### config.mk
export PLATFORM = sky130hd
export DESIGN_NAME = wb_regfile
export DESIGN_NICKNAME = d
export VERILOG_FILES = /design/src/rtl/my_pkg.sv /design/src/rtl/rf_array.sv /design/src/rtl/wb_regfile.sv
export SDC_FILE = /design/constraint.sdc
export NUM_CORES = 2
export LEC_CHECK = 0
export ABC_AREA = 1
export CAP_MARGIN = 10
export CELL_PAD_IN_SITES_DETAIL_PLACEMENT = 2
export CELL_PAD_IN_SITES_GLOBAL_PLACEMENT = 2
export CORE_MARGIN = 4
export CORE_UTILIZATION = 35
export DETAILED_ROUTE_END_ITERATION = 12
export PLACE_DENSITY = 0.82
export SLEW_MARGIN = 30
export SYNTH_ARGS = -nofsm -noshare
export SYNTH_HDL_FRONTEND = slang
export SYNTH_SLANG_ARGS = --single-unit
export TNS_END_PERCENT = 10
### constraint.sdc
create_clock -name clk -period 56 [get_ports clk]
set_clock_uncertainty 0.15 [all_clocks]
set_input_delay 16.8 -clock clk [delete_from_list [all_inputs] [get_ports clk]]
set_output_delay 16.8 -clock clk [all_outputs]
set_load 0.01 [all_outputs]
### src/rtl/my_pkg.sv
// my_pkg: shared writeback control layout and datapath constants.
package my_pkg;
  localparam int XLEN = 32;
  localparam logic [4:0] REG_X0 = 5'd0;
  typedef logic [2:0] WB_ctrl;
  localparam int RegWrite = 2;
  localparam int MemtoReg = 1;
  localparam int PCtoReg = 0;
endpackage

### src/rtl/rf_array.sv
// rf_array: register storage, one write port and two read ports; index 0 and
// out-of-range indices read as zero and are never written.
module rf_array
  import my_pkg::*;
#(
  parameter int DEPTH = 32,
  parameter logic [XLEN-1:0] RST_VAL = '0
) (
  input  logic            clk,
  input  logic            rst,
  input  logic            we,
  input  logic [4:0]      waddr,
  input  logic [XLEN-1:0] wdata,
  input  logic [4:0]      raddr1,
  input  logic [4:0]      raddr2,
  output logic [XLEN-1:0] rdata1,
  output logic [XLEN-1:0] rdata2
);
  logic [XLEN-1:0] mem [DEPTH];
  always_ff @(posedge clk or posedge rst)
    if (rst)
      for (int i = 0; i < DEPTH; i++) mem[i] <= (i == 0) ? '0 : RST_VAL;
    else if (we && waddr != REG_X0 && int'(waddr) < DEPTH)
      mem[waddr] <= wdata;
  assign rdata1 = (raddr1 == REG_X0 || int'(raddr1) >= DEPTH) ? '0 : mem[raddr1];
  assign rdata2 = (raddr2 == REG_X0 || int'(raddr2) >= DEPTH) ? '0 : mem[raddr2];
endmodule

### src/rtl/wb_regfile.sv
// wb_regfile: writeback select, write-first register file reads and forward registers.
// Optional retired-write counter output wb_count when WB_RETIRE_CNT_EN is defined.
module wb_regfile
  import my_pkg::*;
#(
  parameter int RF_DEPTH = 32,
  parameter logic [XLEN-1:0] RST_VAL = 32'h0
) (
  input  logic            clk,
  input  logic            rst,
  input  WB_ctrl          in_WB,
  input  logic [XLEN-1:0] in_PC_link,
  input  logic [XLEN-1:0] in_mem_data,
  input  logic [XLEN-1:0] in_ALU_res,
  input  logic [4:0]      in_Rd,
  input  logic            in_Rd_EQ0,
  input  logic            en,
  input  logic [4:0]      rs1_addr,
  input  logic [4:0]      rs2_addr,
  output logic [XLEN-1:0] rs1_data,
  output logic [XLEN-1:0] rs2_data,
  output logic [XLEN-1:0] wb_data,
  output logic            wb_we,
  output logic            fwd_valid,
  output logic [4:0]      fwd_Rd,
  output logic [XLEN-1:0] fwd_data
`ifdef WB_RETIRE_CNT_EN
  ,
  output logic [XLEN-1:0] wb_count
`endif
);
  logic [XLEN-1:0] rd1, rd2;
  assign wb_data = in_WB[PCtoReg] ? in_PC_link : in_WB[MemtoReg] ? in_mem_data : in_ALU_res;
  assign wb_we = en & in_WB[RegWrite] & ~in_Rd_EQ0 & (in_Rd != REG_X0);
  rf_array #(.DEPTH(RF_DEPTH), .RST_VAL(RST_VAL)) u_rf (
    .clk(clk), .rst(rst), .we(wb_we), .waddr(in_Rd), .wdata(wb_data),
    .raddr1(rs1_addr), .raddr2(rs2_addr), .rdata1(rd1), .rdata2(rd2)
  );
  // write-first bypass so decode sees the value retiring this cycle
  assign rs1_data = (rs1_addr == REG_X0) ? '0 : (wb_we && rs1_addr == in_Rd) ? wb_data : rd1;
  assign rs2_data = (rs2_addr == REG_X0) ? '0 : (wb_we && rs2_addr == in_Rd) ? wb_data : rd2;
  always_ff @(posedge clk or posedge rst)
    if (rst) begin
      fwd_valid <= 1'b0;
      fwd_Rd <= '0;
      fwd_data <= '0;
    end else begin
      fwd_valid <= wb_we;
      if (wb_we) begin
        fwd_Rd <= in_Rd;
        fwd_data <= wb_data;
      end
    end
`ifdef WB_RETIRE_CNT_EN
  always_ff @(posedge clk or posedge rst)
    if (rst) wb_count <= '0;
    else if (wb_we) wb_count <= wb_count + 1'b1;
`endif
endmodule

# Yosys cells after proc, flatten, opt, wreduce, memory -nomap -nowiden
# Cells that the tools add are included.
# W data, S select, Z words.
# word_totals
regBits,1062
out_inout_bits,135
input_bits,118
# op_classes
reduce_logical,7
n_lt_le_gt_ge,4
bitwise,7
n_mux,15
n_eq_ne,2
# ops
op,n
$bwmux W1024,1
$mux W32,11
$bmux W32 S5,2
$demux W32 S5,1
$ge A6 B6 Y1 const B,3
$not A5 Y6,3
$eq A5 B5 Y1,2
$logic_not A5 Y1,2
$lt A6 B1 Y1 const B,1
$reduce_bool A5 Y1,1
$logic_and A1 B1 Y1,4
$and A1 B1 Y1,3
$not A1 Y1,1

# Logic depth before layout (Yosys ltp)
# logic_depth
ltp_word,6
depth_mapped,13
mapped_depth_nobuf,10

# Modules after synthesis
# From an unflattened synthesis, not the netlist that was laid out.
# hier_totals
hier_cells,9001
hier_area_um2,60468.0
# by_module_without_submodules
module,cells_each,area_each_um2,instances,seq_area_each_um2
rf_array,8326,56725.7,1,25624.6
wb_regfile,675,3742.3,1,950.9

# Least setup slack after synthesis
# Ideal clock, no wire load.
# synth_path
path_type,input-to-output
from,input in_Rd[2]
to,output rs1_data[0]
slack_ns,20.976
required_ns,39.050
cell_stages,9
arrival_ns,18.074
cell_sequence,buf_4 -> nor3_4 -> nand2_2 -> nand2_4 -> inv_4 -> nand2_2 -> buf_2 -> o21ai_0 -> a21oi_1
# synth_between
elab_chain_len,5
word_cells_on_any_way,6
# synth_lines
element,line_no,source
start: declaration,wb_regfile.sv:15,"input logic [4:0] in_Rd,"
$reduce_bool A5 Y1,wb_regfile.sv:34,assign wb_we = en & in_WB[RegWrite] & ~in_Rd_EQ0 & (in_Rd != REG_X0);
$and A1 B1 Y1,wb_regfile.sv:34,
$logic_and A1 B1 Y1 (*),wb_regfile.sv:40,assign rs1_data = (rs1_addr == REG_X0) ? '0 : (wb_we && rs1_addr == in_Rd) ? wb_data : rd1;
$mux W32 (*) (2 in series),wb_regfile.sv:40,
end: declaration,wb_regfile.sv:20,"output logic [XLEN-1:0] rs1_data,"
# Every way passes the cells marked *; elsewhere a longest branch is shown, timed or not.

# Worst setup path after layout
# layout_path
from,input rs1_addr[0]
to,output rs1_data[23]
# layout_between
elab_chain_len,6
word_cells_on_any_way,9
# layout_lines
element,line_no,source
start: declaration,wb_regfile.sv:18,"input logic [4:0] rs1_addr,"
$not A5 Y6 (not written as such),rf_array.sv:25,assign rdata1 = (raddr1 == REG_X0 || int'(raddr1) >= DEPTH) ? '0 : mem[raddr1];
$bmux W32 S5,rf_array.sv:25,
$mux W32 (not written as such) (2 in series),rf_array.sv:25,
$mux W32,wb_regfile.sv:40,
$mux W32 (*),wb_regfile.sv:40,
# Every way passes the cells marked *; elsewhere a longest branch is shown, timed or not. The select of a mux whose other input is x is not followed.

==> summary.md <==
| Metric | Value |
|---|---|
| Avg Cell Area, Syn | `6.826 µm²` |
| Core area | `176700 µm²` |
| Final setup vio count | `0` |
| CP Launch Type | `primary input` |
| CP Capture Type | `output pin` |
| Gpl congestion | `0.8314` |
| CP max-delay cell | `buf_4` |
| Share of post-route cells with drive strength above 1 | `5.653%` |
| Max cap viols | `0` |
| Vias in the first global route | `72800` |
| Fin area | `70340 µm²` |
| EDFF count, synth | `0` |
| Clock sinks | `1062` |
| Placed insts | `11080` |
| Yosys cell types | `33` |
| WP data required | `39.05 ns` |
| CP most frequent cell | `nand2_1` |
| Pin count of the biggest net entering global routing | `188` |
| Chip Height | `430.3 µm` |
| Register area share after synthesis | `42.58%` |
| Reg2Reg Depth | `2` |
| FP Rows | `154` |
| H-tree depth | `4` |
| Cell Pwr Density | `31.30 nW/µm²` |
| Stages on the worst setup path | `15` |
| GRT Overall Usage | `34.18%` |
| Residual DRC | `0` |
| Slew of the pin with the lowest slew margin | `1.507 ns` |
| Gr ovfl total | `0` |
| Drt pass-1 iters | `6` |
| CTS Root Cell | `clkbuf_16` |
| Failing checks | `max-slew violations` |
| Yosys warnings | `0` |
| Top cells by area, synth | `dfrtp_1 (43%), nand2_1 (18%), nand3_1 (12%)` |
| Most area-hungry cell type in the Yosys netlist | `dfrtp_1` |
| Syn nets | `9262` |
| Routed Antenna Nets | `0` |
| DP Worst Slack | `16.89 ns` |
| Area growth syn-to-layout | `12.69%` |
| Crit share post-route | `70.11%` |
| Worst-path cell chain | `buf_8, buf_4, buf_4, buf_4, buf_4, nand2_1, o211ai_1, nand3_1, nand2_1, nand2_1, nand2_1, nand3_1, nand2_1, inv_1, clkdlybuf4s50_1` |
| WL/cell | `28.45 µm` |
| First-pass GRT wire length | `479.6 mm` |
| Num ports | `253` |
| CP arrival | `22.31 ns` |
| Commonest cells post-synth | `nand2_1 (2947), nand3_1 (1484), dfrtp_1 (1062)` |
| Power share of the clock group | `41.2%` |
| DP HPWL | `181.4 mm` |
| Switching Fraction | `32.44%` |
| Critical Path Start | `rs1_addr[0]` |
| IO buf count | `252` |
| Initial core utilization | `35.33%` |
| Initial antenna violation count | `14` |
| Final WL | `322.5 mm` |
| CTS Buf Count | `133` |
| Logic pwr share | `19.0%` |
| Cell Area, Synth | `62420 µm²` |
| Worst R2R Start | `fwd_data[30]$_DFFE_PP0P_` |
| Worst Path Buf+Inv | `7` |
| Synth Register Bits | `1062` |
| CP peak stage delay | `0.80 ns` |
| Worst setup margin | `16.74 ns` |
| Hold depth | `0` |
| CTS resizes | `0` |
| Worst Path Max Fanout | `90` |
| Flop pwr share | `39.8%` |
| Post-route minimum period | `39.26 ns` |
| Status | `finished, violations left` |
| Fmax | `25.47 MHz` |
| Ys async rst share | `100.0%` |
| Crit Path Category | `primary input to output pin` |
| Worst path top cell family by delay | `buffers and inverters` |
| Most numerous cell in the Yosys netlist | `nand2_1` |
| Placed cell area | `65770 µm²` |
| Slew Viols, Final | `17` |
| Reg clk slew, reported paths | `0.05 ns` |
| Die footprint | `185200 µm²` |
| Final hold violation count | `0` |
| Worst-skew pair later-pin latency | `0.78 ns` |
| Initial DRC Count | `6191` |
| # hold bufs at CTS | `0` |
| CTS tree | `yes` |
| VDD IR max | `0.02478 mV` |
| Final net count | `8998` |
| Final cell count without fillers | `11340` |
| Hold Path Origin | `u_rf.mem[996]$_DFFE_PP0P_` |
| Pleak | `33.93 nW` |
| Cell-internal power | `1.487 mW` |
| Total power | `2.201 mW` |
| Die Width | `430.3 µm` |
| Top_reg_cell synth | `dfrtp_1` |
| Min-Delay Path Class | `flip-flop to flip-flop` |
| Slew Limit Headroom | `-0.4588%` |
| RSZ-0062 raised after global routing | `no` |
| CTS Buffer Depth | `3` |
| Via count | `67080` |
| Setup TNS | `0 ns` |
| Yosys top cell area share | `42.58%` |
| Syn Inst Count | `9144` |
| Total setup buffers inserted after CTS | `0` |
| Psw | `0.7141 mW` |
| Post-DR vias/cell | `5.916` |
flip-flops by register name (all words and copies together) (netlist names):
register   flops
fwd_Rd         5
fwd_data      32
u_rf.mem    1024
fwd_valid      1
path summary, 6_finish.rpt:
kind                                        endpoint  slack, ns
setup / recovery                        rs1_data[23]      16.74
hold / removal             u_rf.mem[996]$_DFFE_PP0P_       0.23
setup reg to reg            fwd_data[30]$_DFFE_PP0P_      54.80
hold reg to reg            u_rf.mem[996]$_DFFE_PP0P_       0.23
max in group asynchronous  u_rf.mem[359]$_DFFE_PP0P_      36.08
min in group asynchronous  u_rf.mem[921]$_DFFE_PP0P_      16.41
logic make-up (layout without fill, tap and decap cells):
logic type	count (synthesis)	count (layout)	synth area share, %
buffers and inverters	1762	1605	11.45
flip-flops	1062	1062	42.58
AO/OA/AOI/OAI	1513	1513	13.14
XOR/XNOR	8	8	0.1123
AND/OR/NAND/NOR	4799	4799	32.72
other	0	11	0
layer usage:
metal	GRT usage, %	share of wire [%]	wire length, µm	up-vias
li1	-	-	-	28680
met4	16.89	5.3	17180	0
met1	43.78	41	133100	35030
met3	5.131	6.7	21580	735
met2	56.47	47	150700	2639
met5	0	0	0	-
power groups by stage:
stage | Clock, mW | Sequential (mW) | Combinational (mW)
6_report | 0.908 | 0.876 | 0.418
3_3_place_gp | 0 | 0.882 | 0.386
3_5_place_dp | 0 | 0.887 | 0.407
4_1_cts | 0.919 | 0.874 | 0.413
5_1_grt | 0.950 | 0.882 | 0.457
2_1_floorplan | 0 | 0.877 | 0.244
cell type report:
class / count / area (µm²)
Fill cell: 20730 / 106400
Sequential cell: 1062 / 26580
Timing Repair Buffer: 392 / 3751
Multi-Input combinational cell: 6320 / 28870
Inverter: 971 / 3717
Antenna cell: 11 / 27.53
Clock inverter: 41 / 475.5
Clock buffer: 201 / 3990
Tap cell: 2340 / 2928
per-stage QoR:
step / utilization (%) / hold slack [ns]
2_1_floorplan: - / 0.2790
3_3_place_gp: 37.20 / 0.2146
3_5_place_dp: 37.23 / 0.2180
4_1_cts: 39.75 / 0.2301
5_1_grt: 39.79 / 0.2405
6_report: 39.81 / 0.2284
layout by cell type, fill, tap and decap left out, types with 12 or more instances in the layout:
cell and instances:
dfrtp_1 1062, clkbuf_1 33, clkbuf_8 30, clkbuf_16 138, o211ai_1 244, nand2_1 2946, buf_4 124, a21oi_1 100
inv_1 950, o21ai_1 140, nand3_1 1484, or2_2 67, nand2_8 12, buf_6 12, clkinv_2 19, clkdlybuf4s50_1 241
nand2_4 23, o21ai_0 1022, nor2_1 236
Note: power is estimated with default switching activity, not from simulation.
